===== src/rtl/bcd_seg7_display_pkg.sv =====
// Shared constants for the BCD to 7-segment display: segment codes (active-low, gfedcba)
// and FSM state encodings.
package bcd_seg7_display_pkg;

    typedef enum logic [1:0] {
        StIdle  = 2'd0,
        StShift = 2'd1,
        StLoad  = 2'd2
    } state_e;

    localparam logic [6:0] Seg0     = 7'b1000000;
    localparam logic [6:0] Seg1     = 7'b1111001;
    localparam logic [6:0] Seg2     = 7'b0100100;
    localparam logic [6:0] Seg3     = 7'b0110000;
    localparam logic [6:0] Seg4     = 7'b0011001;
    localparam logic [6:0] Seg5     = 7'b0010010;
    localparam logic [6:0] Seg6     = 7'b0000010;
    localparam logic [6:0] Seg7     = 7'b1111000;
    localparam logic [6:0] Seg8     = 7'b0000000;
    localparam logic [6:0] Seg9     = 7'b0010000;
    localparam logic [6:0] SegDash  = 7'b0111111;
    localparam logic [6:0] SegBlank = 7'b1111111;

endpackage


===== src/rtl/seg7_decoder.sv =====
// Combinational BCD nibble to active-low 7-segment code; values 10..15 decode to blank.
module seg7_decoder
    import bcd_seg7_display_pkg::*;
(
    input  logic [3:0] nibble_i,
    output logic [6:0] seg_o
);

    always_comb begin
        seg_o = SegBlank;
        case (nibble_i)
            4'd0:    seg_o = Seg0;
            4'd1:    seg_o = Seg1;
            4'd2:    seg_o = Seg2;
            4'd3:    seg_o = Seg3;
            4'd4:    seg_o = Seg4;
            4'd5:    seg_o = Seg5;
            4'd6:    seg_o = Seg6;
            4'd7:    seg_o = Seg7;
            4'd8:    seg_o = Seg8;
            4'd9:    seg_o = Seg9;
            default: seg_o = SegBlank;
        endcase
    end

endmodule


===== src/rtl/bcd_seg7_display.sv =====
// Binary to decimal (double-dabble) converter driving DIGITS active-low 7-segment displays.
// Optional leading-zero blanking when BCD_SEG7_BLANK_LZ_EN is defined.
module bcd_seg7_display
    import bcd_seg7_display_pkg::*;
#(
    parameter int unsigned WIDTH  = 17,
    parameter int unsigned DIGITS = 6
) (
    input  logic                  clk,
    input  logic                  rst_n,
    input  logic                  in_valid,
    input  logic [WIDTH-1:0]      in_data,
    output logic                  in_ready,
    output logic                  out_valid,
    output logic                  overflow,
    output logic [7*DIGITS-1:0]   hex
);

    localparam int unsigned BcdW = 4 * DIGITS;
    localparam int unsigned CntW = $clog2(WIDTH + 1);

    state_e              state_q, state_d;
    logic [WIDTH-1:0]    bin_q, bin_d;
    logic [BcdW-1:0]     bcd_q, bcd_d;
    logic [CntW-1:0]     cnt_q, cnt_d;
    logic                ovf_trk_q, ovf_trk_d;
    logic [7*DIGITS-1:0] hex_q, hex_d;
    logic                ovf_q, ovf_d;
    logic                out_valid_q, out_valid_d;

    logic [BcdW-1:0]     bcd_adj;
    logic [7*DIGITS-1:0] hex_load;
    logic [6:0]          seg_raw [DIGITS];

    for (genvar g = 0; g < int'(DIGITS); g++) begin : gen_dec
        seg7_decoder u_dec (
            .nibble_i (bcd_q[4*g +: 4]),
            .seg_o    (seg_raw[g])
        );
    end

    // Per-nibble add-3; 4-bit wrap, no carry into the neighbour.
    always_comb begin
        bcd_adj = bcd_q;
        for (int i = 0; i < int'(DIGITS); i++) begin
            if (bcd_q[4*i +: 4] >= 4'd5) begin
                bcd_adj[4*i +: 4] = bcd_q[4*i +: 4] + 4'd3;
            end
        end
    end

    always_comb begin
`ifdef BCD_SEG7_BLANK_LZ_EN
        logic lead;
        lead = 1'b1;
`endif
        hex_load = '1;
        for (int i = int'(DIGITS) - 1; i >= 0; i--) begin
            if (ovf_trk_q) begin
                hex_load[7*i +: 7] = SegDash;
            end else begin
`ifdef BCD_SEG7_BLANK_LZ_EN
                if (lead && (i != 0) && (bcd_q[4*i +: 4] == 4'd0)) begin
                    hex_load[7*i +: 7] = SegBlank;
                end else begin
                    hex_load[7*i +: 7] = seg_raw[i];
                    lead = 1'b0;
                end
`else
                hex_load[7*i +: 7] = seg_raw[i];
`endif
            end
        end
    end

    always_comb begin
        state_d     = state_q;
        bin_d       = bin_q;
        bcd_d       = bcd_q;
        cnt_d       = cnt_q;
        ovf_trk_d   = ovf_trk_q;
        hex_d       = hex_q;
        ovf_d       = ovf_q;
        out_valid_d = 1'b0;
        case (state_q)
            StIdle: begin
                if (in_valid) begin
                    bin_d     = in_data;
                    bcd_d     = '0;
                    ovf_trk_d = 1'b0;
                    cnt_d     = CntW'(WIDTH);
                    state_d   = StShift;
                end
            end
            StShift: begin
                {bcd_d, bin_d} = {bcd_adj[BcdW-2:0], bin_q, 1'b0};
                // Anything leaving the top nibble means the value needs more digits.
                ovf_trk_d      = ovf_trk_q | bcd_adj[BcdW-1];
                cnt_d          = cnt_q - 1'b1;
                if (cnt_q == CntW'(1)) begin
                    state_d = StLoad;
                end
            end
            StLoad: begin
                hex_d       = hex_load;
                ovf_d       = ovf_trk_q;
                out_valid_d = 1'b1;
                state_d     = StIdle;
            end
            default: state_d = StIdle;
        endcase
    end

    always_ff @(posedge clk or negedge rst_n) begin
        if (!rst_n) begin
            state_q     <= StIdle;
            bin_q       <= '0;
            bcd_q       <= '0;
            cnt_q       <= '0;
            ovf_trk_q   <= 1'b0;
            hex_q       <= '1;
            ovf_q       <= 1'b0;
            out_valid_q <= 1'b0;
        end else begin
            state_q     <= state_d;
            bin_q       <= bin_d;
            bcd_q       <= bcd_d;
            cnt_q       <= cnt_d;
            ovf_trk_q   <= ovf_trk_d;
            hex_q       <= hex_d;
            ovf_q       <= ovf_d;
            out_valid_q <= out_valid_d;
        end
    end

    assign in_ready  = (state_q == StIdle);
    assign out_valid = out_valid_q;
    assign overflow  = ovf_q;
    assign hex       = hex_q;

endmodule

===== config.mk =====
export PLATFORM = sky130hd
export DESIGN_NAME = bcd_seg7_display
export DESIGN_NICKNAME = d
export VERILOG_FILES = /design/src/rtl/bcd_seg7_display_pkg.sv /design/src/rtl/seg7_decoder.sv /design/src/rtl/bcd_seg7_display.sv
export SDC_FILE = /design/constraint.sdc
export NUM_CORES = 1
export LEC_CHECK = 0
export CORE_AREA = 4 4 113 115
export CTS_CLUSTER_DIAMETER = 40
export CTS_CLUSTER_SIZE = 24
export DETAILED_ROUTE_END_ITERATION = 6
export DIE_AREA = 0 0 117 119
export GPL_ROUTABILITY_DRIVEN = 0
export PLACE_DENSITY = 0.66
export SLEW_MARGIN = 10
export SYNTH_ARGS = -nofsm -noshare
export SYNTH_HDL_FRONTEND = slang
export SYNTH_SLANG_ARGS = --single-unit
export TNS_END_PERCENT = 50

===== constraint.sdc =====
create_clock -name clk -period 1.9 [get_ports clk]
set_clock_uncertainty 0.05 [all_clocks]
set_input_delay 0.285 -clock clk [delete_from_list [all_inputs] [get_ports clk]]
set_output_delay 0.285 -clock clk [all_outputs]
set_load 0.05 [all_outputs]

### Word level (Yosys, flattened, before mapping)

Memories as Yosys holds them, arrays and structs flattened.
Cells that the tools add are included.

| word-level totals | value |
|---|---|
| register bits after elaboration | 93 |
| memory bits (read-only) | 672 |
| output and inout port bits | 45 |
| word-level logic and storage cells | 61 |
| memories | 6 |

| operators by class | value |
|---|---|
| add/subtract/negate cells | 7 |
| order comparisons | 6 |
| equal/unequal tests | 5 |
| mux-type cells | 24 |
| bitwise logic cells | 1 |
| reductions and logical operators | 4 |

Memories:

| name | depth | width | rd ports | clocked after memory_dff | write ports | line | text |
|---|---|---|---|---|---|---|---|
| (no name shown) | 16 | 7 | 1 | 0 | 0 | seg7_decoder.sv:11 | `case (nibble_i)` |
| (no name shown) | 16 | 7 | 1 | 0 | 0 | seg7_decoder.sv:11 |  |
| (no name shown) | 16 | 7 | 1 | 0 | 0 | seg7_decoder.sv:11 |  |
| (no name shown) | 16 | 7 | 1 | 0 | 0 | seg7_decoder.sv:11 |  |
| (no name shown) | 16 | 7 | 1 | 0 | 0 | seg7_decoder.sv:11 |  |
| (no name shown) | 16 | 7 | 1 | 0 | 0 | seg7_decoder.sv:11 |  |

Operators with widths:

| kind | count |
|---|---|
| 24-bit case mux with 2 select lines | 1 |
| 7-bit 2-to-1 mux | 6 |
| 17-bit case mux with 2 select lines | 1 |
| 4-bit by 2-bit adder with 4-bit output (second input constant) | 6 |
| 4-bit by 3-bit greater-or-equal comparator with 1-bit output (second input constant) | 6 |
| 24-bit 2-to-1 mux | 1 |
| 4-bit 2-to-1 mux | 6 |
| 17-bit 2-to-1 mux | 1 |
| 5-bit case mux with 2 select lines | 1 |
| 5-bit by 1-bit == test with 1-bit output (second input constant) | 1 |
| 5-bit 2-to-1 mux | 1 |
| 5-bit by 1-bit subtractor with 5-bit output (second input constant) | 1 |
| 2-bit 2-to-1 mux | 2 |
| 2-bit inequality test (second input constant) | 2 |
| 2-bit case mux with 2 select lines | 1 |
| 2-bit AND reduction | 2 |
| 2-bit by 1-bit == test with 1-bit output (second input constant) | 1 |
| 2-bit == test (second input constant) | 1 |
| 2-bit logical NOT | 1 |
| 1-bit 2-to-1 mux | 2 |
| 1-bit case mux with 2 select lines | 1 |
| 2-bit nonzero test | 1 |
| 1-bit bitwise OR | 1 |

### Depth between registers and ports, before layout

Gate-level depths: netlist of run 1.

| logic depth | value |
|---|---|
| depth after elaboration | 4 |
| depth in mapped cells | 7 |

### By module

From an unflattened synthesis of run 1, not the netlist that was laid out.

| second synthesis, totals | value |
|---|---|
| cell total of the unflattened synthesis | 660 |
| area total of the unflattened synthesis | 5,721.7 um2 |

Modules (own cells, without submodules):

| module | instances | cells an instance | area an instance (um2) | seq. area each (um2) |
|---|---|---|---|---|
| bcd_seg7_display | 1 | 464 | 4,470.5 | 2,379.8 |
| seg7_decoder (gen_dec[1].u_dec ...) | 5 | 33 | 210.2 | 0.0 |
| seg7_decoder (gen_dec[0].u_dec) | 1 | 31 | 200.2 | 0.0 |

### Worst setup path before layout of run 1

No wires, ideal clock.

| path | value |
|---|---|
| path kind | flip-flop to flip-flop |
| start | register state_q[0] |
| end | register cnt_q[2] |
| arrival | 1.821 ns |
| data required time | 1.722 ns |
| setup slack | -0.099 ns |
| cell stages (with the launch flop) | 7 |
| buffers on the path | 2 |
| clock period less this slack | 1.999 ns |
| cell sequence | dfrtp_1 > buf_4 > buf_2 > nor2_1 > nand2_1 > nand3_1 > o21ai_0 |

| on the way | value |
|---|---|
| longest elaborated chain between the ends | 3 |
| elaborated cells between the ends (all ways) | 6 |
| those cells by class | eq/ne (2); mux (1); reduce/logical (3) |

Ends and longest elaborated chain:

| what | line | text |
|---|---|---|
| from (decl) | bcd_seg7_display.sv:22 | `state_e state_q, state_d;` |
| from (signal assigned) | bcd_seg7_display.sv:116 | `state_q <= StIdle;` |
| from (signal assigned) | bcd_seg7_display.sv:125 | `state_q <= state_d;` |
| 2-bit logical NOT * | - |  |
| named net in_ready | bcd_seg7_display.sv:13 | `output logic in_ready,` |
| 2-bit inequality test (no line) / 2-bit nonzero test (equally long branches) | - |  |
| 2-bit AND reduction (no line) | - |  |
| to (signal assigned) | bcd_seg7_display.sv:128 | `cnt_q <= cnt_d;` |
| to (decl) | bcd_seg7_display.sv:25 | `logic [CntW-1:0] cnt_q, cnt_d;` |

The timed path passes the listed nets; every way through them passes the cells marked *.
A chain may end at the register's enable or synchronous reset.

### Final worst setup path of run 1

| path | value |
|---|---|
| start | register ovf_q, in the netlist overflow |
| end | output overflow |

RTL lines:

| what | line | text |
|---|---|---|
| from (decl) | bcd_seg7_display.sv:28 | `logic ovf_q, ovf_d;` |
| from (signal assigned) | bcd_seg7_display.sv:131 | `ovf_q <= ovf_d;` |
| to (decl) | bcd_seg7_display.sv:15 | `output logic overflow,` |

No word-level cell between the ends.

==> results.cfg, run 1 <==
[outcome]
status = finished clean

[synthesis]
mappedNetlistArea_sq_um = 5180
synthCells = 559
synthMostInstantiatedCell = sky130_fd_sc_hd__nand2_1
netlist_top_cells_area = sky130_fd_sc_hd__dfrtp_1 25%, sky130_fd_sc_hd__dfstp_2 21%, sky130_fd_sc_hd__ha_1 9.2%
synth_sequential_area_ratio_pct = 45.9
synthFlopType = sky130_fd_sc_hd__dfrtp_1
share_of_yosys_cell_area_claimed_by_the_top_area_cell_type_pct = 24.6
number_of_flops_mapped_to_enable_cells_by_yosys = 0
synth.distinct_cells = 48
ys_async_sr_fraction_pct = 100
synthTopCellsByCount = 67 x sky130_fd_sc_hd__nand2_1, 62 x sky130_fd_sc_hd__o21ai_0, 60 x sky130_fd_sc_hd__a21oi_1
yosysTopAreaCell = sky130_fd_sc_hd__dfrtp_1
synth_area_per_cell_sq_um = 9.27
synth_warnings = 0
syn_nets = 617
ys_ff_latch = 93

[drt]
drtPass1Iterations = 4
drt_iter0_markers = 216
avgRoutedWirePerCell_um = 14.4
total_length_of_routed_wires_um = 11100
remaining_drc_errors = 0
detailroute.via_count = 4114
drt.antenna.violating_nets = 0
viasPerCell = 5.32

[critical_path]
data_arrival_critical_path_ns = 1.49
critical_path_capture_point_type = primary output
r2r_slack_ns = 0.17
worstPathMaxFanout = 2
cp.required_ns = 1.56
path_class = reg -> out
critical_path.n_buffers_inverters = 1
path_cells = clkdlybuf4s50_1
slowest_cell_on_crit_path = sky130_fd_sc_hd__clkdlybuf4s50_1
crit_path_start_kind = flop
max_stage_delay_ns = 0.80
timing.critical_path.max_delay_family = buffers and inverters

[clock_tree]
clock_latency_ns = 0.34
cts_max_level = 3
cts_made_buffers = 9
cts.sinks = 93
worst_path_clk_slew_ns = 0.07
cts-root-buf = sky130_fd_sc_hd__clkbuf_16
clock_tree_from_tritoncts = done
postCtsSetupRepairBufs = 0
cts_max_path_buffers = 2

[timing]
timing_worst_slew_pin_value_ns = 0.493
maxSlewViolCount = 0
achievable-frequency_mhz = 549
layout_worst_path_cycle_share_pct = 95.9
final_hold_violation_count = 0
slew_headroom_pct = 67.1
setup-tns-final_ns = 0
period_needed_ns = 1.82
finalSetupViolations = 0
rsz0062_at_grt = no

[grt]
grt_start_max_net_pins = 42
grt_antenna_before_repair = 0
grt_overflow_total = 0
via_count_of_the_first_global_routing_pass = 4047
grt_pass1_wl_um = 19100
grt.total_usage_pct = 16.7

[cells_and_area]
area_growth_syn_to_layout_pct = 20.5
antenna_cells_inserted = 0
final_layout_size_suffix_gt1_share_pct = 20.9
layout.nets = 679
num-fill-cells = 1055

[power_and_ir_drop]
power_leakage_nw = 2.74
peakVddDrop_uv = 596
report.power.total_mw = 11.4
power_density_of_the_placed_cells_nw_per_um2 = 1820

[floorplanning]
fp-row-count = 40
floorplan.core_area_sq_um = 11800
start_util_pct = 43.9
fp.dieArea_sq_um = 13900
io_pins = 65
die_width_um = 117
die-height_um = 119

[place]
place.port_buffers = 64
detailedPlacementHpwl_um = 7980

[job]
drv.max_cap_violation_count = 0

[min_path]
worst_hold_path_type = in -> async
[metrics by stage]
| step | util [%] | setup WS, ns | hold slack [ns] | area [sq um] | std cells |
|---|---|---|---|---|---|
| 2_1_floorplan | - | 0.202 | -0.0606 | 5190 | 559 |
| 3_3_place_gp | 50.1 | 0.238 | 0.145 | 5920 | 756 |
| 3_5_place_dp | 50.1 | 0.158 | 0.147 | 5920 | 756 |
| 4_1_cts | 52.8 | 0.0559 | 0.325 | 6240 | 773 |
| 5_1_grt | 52.9 | 0.0180 | 0.343 | 6250 | 773 |
| 6_report | 52.9 | 0.0779 | 0.328 | 6250 | 773 |
[timing repair]
action / in CTS / in global routing
resized for setup: 0 / 2
endpoints found under the setup margin: 0 / 4
hold endpoints to repair: 5 / 0
hold buffers: 1 / 0
[per-layer routing]
layer	up-vias	wire length [um]	GRT usage (%)
met3	11	540	3.00
met4	0	157	5.23
met5	-	0	0
met2	94	5070	26.2
met1	1946	5380	23.4
li1	2063	-	-
[layout by cell type (no fill, tap or decap), drive strengths merged, types with 3 or more instances in the layout]
cell / n
a211oi: 3
a21o: 3
a21oi: 60
a22o: 5
a31oi: 8
and3b: 16
buf: 66
clkbuf: 12
clkdlybuf4s50: 20
dfrtp: 51
dfstp: 42
ha: 38
inv: 22
mux2i: 6
nand2: 69
nand2b: 9
nand3: 7
nor2: 59
nor2b: 3
nor3b: 4
o21ai: 64
o21bai: 3
o22a: 16
o311ai: 6
o31ai: 3
xnor2: 9
[cell families after synthesis]
| family | count (synthesis) | share of synthesized area [%] |
|---|---|---|
| AOI/OAI and AO/OA | 179 | 20.8 |
| and+or+nand+nor | 175 | 16.2 |
| DFF | 93 | 45.9 |
| buffers and inverters | 58 | 5.12 |
| adders and majority gates | 38 | 9.17 |
| xor gates and xnor gates | 10 | 1.69 |
| muxes | 6 | 1.16 |
[flip-flops by register name, summed over array words and instances, names as in the netlist]
signal     count
state_q        2
cnt_q          5
hex           42
out_valid      1
bin_q         17
ovf_trk_q      1
overflow       1
bcd_q         24
[worst paths after layout]
kind                            from         to  cells after the start
min in group clk            overflow   overflow                      2
max in group asynchronous      rst_n    hex[12]                      3
min                            rst_n   bcd_q[9]                      2
max                         overflow   overflow                      1
min reg2reg                 overflow   overflow                      2
max reg2reg                bcd_q[17]  bcd_q[17]                      6
[power breakdown]
part | internal [mW] | leakage (nW) | switching, mW
Sequential | 2.98 | 1.09 | 0.781
Combinational | 2.23 | 1.50 | 3.50
Clock | 1.15 | 0.147 | 0.756
Total | 6.36 | 2.74 | 5.04
[cell type report]
type / instances / area, sq um / share of cell area (%)
multi-input cells: 408 / 2550 / 40.8
flip-flops and latches: 93 / 2380 / 38.1
repair buffers: 87 / 743 / 11.9
clock buffers: 12 / 236 / 3.79
well taps: 147 / 184 / 2.94
inverters: 22 / 82.6 / 1.32
clock inverters: 4 / 72.6 / 1.16
Note: power is estimated with default switching activity, not from simulation.
==> run 2: changes to the inputs <==
CORE_AREA = 2 2 111 113   (was 4 4 113 115)
DIE_AREA = 0 0 113 115   (was 0 0 117 119)
==> run 2 against run 1 <==
Against the previous run: the flow now finishes with violations (design-rule violations); routed wire length rose by 0.71%; die area down 6.7%; via count shrank 1.1%; register-to-register slack is essentially flat; largest power group unchanged; combinational power decreased by 0.9%; first-iteration DRC count shrank 13%; sequential share of layout area barely moved; clock power barely moved.
==> results.cfg, run 2 (same netlist as run 1, synthesis figures left out) <==
[outcome]
status = complete, but fails checks
failed_checks = design-rule violations

[clock_tree]
clock_latency_ns = 0.35
cts_made_buffers = 9
cts-root-buf = sky130_fd_sc_hd__clkbuf_16
cts_max_level = 3
worst_path_clk_slew_ns = 0.07
clock_tree_from_tritoncts = done
cts_max_path_buffers = 2
postCtsSetupRepairBufs = 0
cts.sinks = 93

[timing]
setup-tns-final_ns = 0
final_hold_violation_count = 0
period_needed_ns = 1.82
finalSetupViolations = 0
layout_worst_path_cycle_share_pct = 95.7
timing_worst_slew_pin_value_ns = 0.491
maxSlewViolCount = 0
achievable-frequency_mhz = 550
slew_headroom_pct = 67.1
rsz0062_at_grt = no

[drt]
avgRoutedWirePerCell_um = 14.6
drt_iter0_markers = 188
total_length_of_routed_wires_um = 11200
detailroute.via_count = 4067
drtPass1Iterations = 7
viasPerCell = 5.27
drt.antenna.violating_nets = 0
remaining_drc_errors = 7

[critical_path]
worstPathMaxFanout = 2
reg2reg_from = bcd_q[8]
slowest_cell_on_crit_path = sky130_fd_sc_hd__clkdlybuf4s50_1
worstSetupStartpoint = overflow
critical_path.n_buffers_inverters = 1
crit_path_start_kind = flop
data_arrival_critical_path_ns = 1.48
path_class = reg -> out
critical_path_capture_point_type = primary output
max_stage_delay_ns = 0.80
cp.required_ns = 1.56
timing.critical_path.max_delay_family = buffers and inverters
path_cells = clkdlybuf4s50_1

[floorplanning]
start_util_pct = 43.9
fp.dieArea_sq_um = 13000
floorplan.core_area_sq_um = 11800
die_width_um = 113
die-height_um = 115
fp-row-count = 40
io_pins = 65

[cells_and_area]
area_growth_syn_to_layout_pct = 20.4
final_util_pct = 52.8
layout_common_cells = 67 x sky130_fd_sc_hd__nand2_1, 62 x sky130_fd_sc_hd__o21ai_0, 60 x sky130_fd_sc_hd__buf_4
final_common_cell = sky130_fd_sc_hd__nand2_1
largest_register_ffs = 42
antenna_cells_inserted = 0
layout.nets = 677
final_layout_size_suffix_gt1_share_pct = 20.7

[grt]
grt_pass1_wl_um = 18900
grt_overflow_total = 0
via_count_of_the_first_global_routing_pass = 3936
grt_antenna_before_repair = 0
grt.total_usage_pct = 18.1
grt_start_max_net_pins = 36

[power_and_ir_drop]
peakVddDrop_uv = 600
power_density_of_the_placed_cells_nw_per_um2 = 1820
report.power.total_mw = 11.4
power_leakage_nw = 2.74

[job]
drv.max_cap_violation_count = 0

[place]
place.port_buffers = 64
detailedPlacementHpwl_um = 7750

[min_path]
worst_hold_path_type = in -> async
[run 2: cell count changes in the layout (fill, tap and decap cells not counted)]
cell                         change
sky130_fd_sc_hd__a21oi_1         +1
sky130_fd_sc_hd__a21oi_2         -1
sky130_fd_sc_hd__buf_12          +1
sky130_fd_sc_hd__buf_4           -3
sky130_fd_sc_hd__clkbuf_1        -1
sky130_fd_sc_hd__clkinv_2        +2
sky130_fd_sc_hd__clkinvlp_4      -1
[run 2: cell type report]
| type | count | area, sq um |
|---|---|---|
| tap | 147 | 184 |
| clock buffer | 11 | 233 |
| clock inverter | 5 | 75.1 |
| timing repair buffer | 85 | 741 |
| sequential | 93 | 2380 |
| fill | 1109 | 5570 |
| multi-input combinational | 408 | 2540 |
| inverter | 22 | 82.6 |
[run 2: path summary, 6_finish.rpt]
check / to / slack (ns) / depth (start not counted)
min in group clk: hex[34] / 0.43 / 2
min reg2reg: hex[34] / 0.43 / 2
max: overflow / 0.08 / 1
min: bcd_q[10] / 0.40 / 2
max reg2reg: bcd_q[10] / 0.18 / 5
max in group asynchronous: hex[13] / 0.82 / 3
[run 2: routing by layer]
layer  global-route usage [%]  routed length, um  vias up
li1                         -                  -     2066
met1                     24.0               5380     1910
met2                     29.8               5240       85
met3                     3.22                477        6
met4                     6.83                129        0
met5                        0                  0        -
[run 2: report_power, final]
part           internal [mW]  switching, mW  leakage (nW)
Clock                   1.15          0.754         0.153
Sequential              2.98          0.796          1.09
Combinational           2.20           3.48          1.50
Total                   6.33           5.03          2.74
[run 2: timing repair]
action	4_1_cts	5_1_grt
gates resized for setup	0	1
setup endpoints to repair	0	1
hold endpoints to repair	3	0
hold buffers	1	0
[run 2: through the flow]
step | cell area [sq um] | instances | hold WS (ns) | setup WS (ns)
finish | 6240 | 771 | 0.395 | 0.0823
global route | 6240 | 771 | 0.420 | 0.00829
floorplan | 5190 | 559 | -0.0606 | 0.202
detailed placement | 5920 | 754 | 0.220 | 0.199
global placement | 5920 | 754 | 0.213 | 0.270
CTS | 6240 | 771 | 0.394 | 0.0609
==> run 3: changes to the inputs <==
CTS_CLUSTER_SIZE = 8   (was 24)
PLACE_DENSITY = 0.65   (was 0.66)
==> run 3 against run 2 <==
Against the previous run: the run still ends with design-rule violations left; highest routed layer unchanged; sequential share of layout area is 0.26 points lower; combinational power is 1% higher; largest power group unchanged; largest cell class unchanged; clock-buffer cell count stayed put; die area stayed put; first-iteration DRC count is 22% higher; non-clock buffer count is 4 higher; global-route usage is 0.29 points higher; via count is 0.25% higher; cell count is 0.52% higher.
==> results.cfg, run 3 (same netlist as run 1, synthesis figures left out) <==
[outcome]
status = complete, but fails checks
failed_checks = design-rule violations

[cells_and_area]
antenna_cells_inserted = 0
layout_common_cells = 67 x sky130_fd_sc_hd__nand2_1, 65 x sky130_fd_sc_hd__buf_4, 62 x sky130_fd_sc_hd__o21ai_0
final_util_pct = 53.2
final_common_cell = sky130_fd_sc_hd__nand2_1
final_design_area_no_fill_sq_um = 6280
layout.nets = 681
largest_register_ffs = 42
area_growth_syn_to_layout_pct = 21.2
final_layout_size_suffix_gt1_share_pct = 21.2

[floorplanning]
io_pins = 65
die-height_um = 115
die_width_um = 113
fp.dieArea_sq_um = 13000
fp-row-count = 40
floorplan.core_area_sq_um = 11800
start_util_pct = 43.9

[place]
post_dp_cell_area_sq_um = 5940
place.port_buffers = 64
detailedPlacementHpwl_um = 7890
detailedPlace.worstSlack_ns = 0.179

[timing]
rsz0062_at_grt = no
maxSlewViolCount = 0
final_hold_violation_count = 0
setup-tns-final_ns = 0
finalSetupViolations = 0
layout_worst_path_cycle_share_pct = 96.0
final.setup.worst_slack_ns = 0.0752
achievable-frequency_mhz = 548
timing_worst_slew_pin_value_ns = 0.551
slew_headroom_pct = 62.3
period_needed_ns = 1.82

[clock_tree]
clock_latency_ns = 0.35
worst_path_clk_slew_ns = 0.06
cts.sinks = 93
clock_tree_from_tritoncts = done
cts-root-buf = sky130_fd_sc_hd__clkbuf_16
cts_max_path_buffers = 2
cts_made_buffers = 9
cts_max_level = 3
postCtsSetupRepairBufs = 0

[power_and_ir_drop]
power_density_of_the_placed_cells_nw_per_um2 = 1830
report.power.total_mw = 11.5
share_clk_of_total_power_pct = 17.6
share_comb_of_total_power_pct = 49.8
power_report.internal_total_mw = 6.48
power_frac_seq_pct = 32.5
power_leakage_nw = 2.76
swShare_pct = 43.7
peakVddDrop_uv = 731
switching_power_of_the_nets_mw = 5.03

[critical_path]
cp.required_ns = 1.56
critical_path.n_buffers_inverters = 1
timing.critical_path.max_delay_family = buffers and inverters
path_cells = clkdlybuf4s50_1
crit_path_start_kind = flop
data_arrival_critical_path_ns = 1.49
path_class = reg -> out
max_stage_delay_ns = 0.80
slowest_cell_on_crit_path = sky130_fd_sc_hd__clkdlybuf4s50_1
critical_path_capture_point_type = primary output
worstPathMaxFanout = 2

[grt]
grt_start_max_net_pins = 36
grt_overflow_total = 0
grt.total_usage_pct = 18.4
grt_pass1_wl_um = 19100
grt_antenna_before_repair = 0
via_count_of_the_first_global_routing_pass = 4028

[drt]
detailroute.via_count = 4077
viasPerCell = 5.26
total_length_of_routed_wires_um = 11300
drt_iter0_markers = 229
drtPass1Iterations = 6
remaining_drc_errors = 6
drt.antenna.violating_nets = 0
avgRoutedWirePerCell_um = 14.5

[min_path]
worst_hold_path_type = in -> async

[job]
drv.max_cap_violation_count = 0
run 3: cell count changes in the layout (fill, tap and decap cells not counted):
cell                        previous run  this run
sky130_fd_sc_hd__bufinv_16             2         3
sky130_fd_sc_hd__buf_4                60        65
sky130_fd_sc_hd__clkinv_2              3         2
sky130_fd_sc_hd__buf_12                4         3
run 3: stage by stage:
| stage | std cells | hold slack, ns |
|---|---|---|
| floorplan | 559 | -0.0606 |
| global placement | 758 | 0.221 |
| detailed placement | 758 | 0.226 |
| CTS | 775 | 0.388 |
| global route | 775 | 0.418 |
| finish | 775 | 0.382 |
run 3: final timing paths:
kind | from | end | slack (ns) | cells after the start
max | overflow | overflow | 0.08 | 1
min | rst_n | bcd_q[19] | 0.38 | 2
max reg2reg | bcd_q[1] | bcd_q[1] | 0.14 | 6
min reg2reg | overflow | overflow | 0.43 | 2
max in group asynchronous | rst_n | hex[11] | 0.75 | 3
min in group clk | overflow | overflow | 0.43 | 2
run 3: final cells by class:
class / count / area [sq um]
Sequential cell: 93 / 2380
Inverter: 22 / 82.6
Fill cell: 1072 / 5530
Tap cell: 147 / 184
Clock inverter: 5 / 100
Multi-Input combinational cell: 408 / 2540
Timing Repair Buffer: 89 / 758
Clock buffer: 11 / 233
run 3: what timing repair did:
action / 4_1_cts / 5_1_grt
gates resized for setup: 0 / 1
endpoints found under the setup margin: 0 / 1
endpoints found under the hold margin: 16 / 0
hold buffers: 1 / 0
run 3: power by group through the flow:
stage          sequential, mW  combinational (mW)  clock [mW]
2_1_floorplan            4.71                3.22           0
3_3_place_gp             3.74                5.60           0
3_5_place_dp             3.78                5.74           0
4_1_cts                  3.75                5.77        2.09
6_report                 3.75                5.74        2.03
5_1_grt                  3.88                6.39        2.15
run 3: layer usage:
layer / vias to the layer above / global-route usage, % / routed length, um
met2: 78 / 30.4 / 5310
met1: 1912 / 23.6 / 5260
li1: 2073 / - / -
met4: 0 / 6.50 / 181
met3: 14 / 4.59 / 504
met5: - / 0 / 0
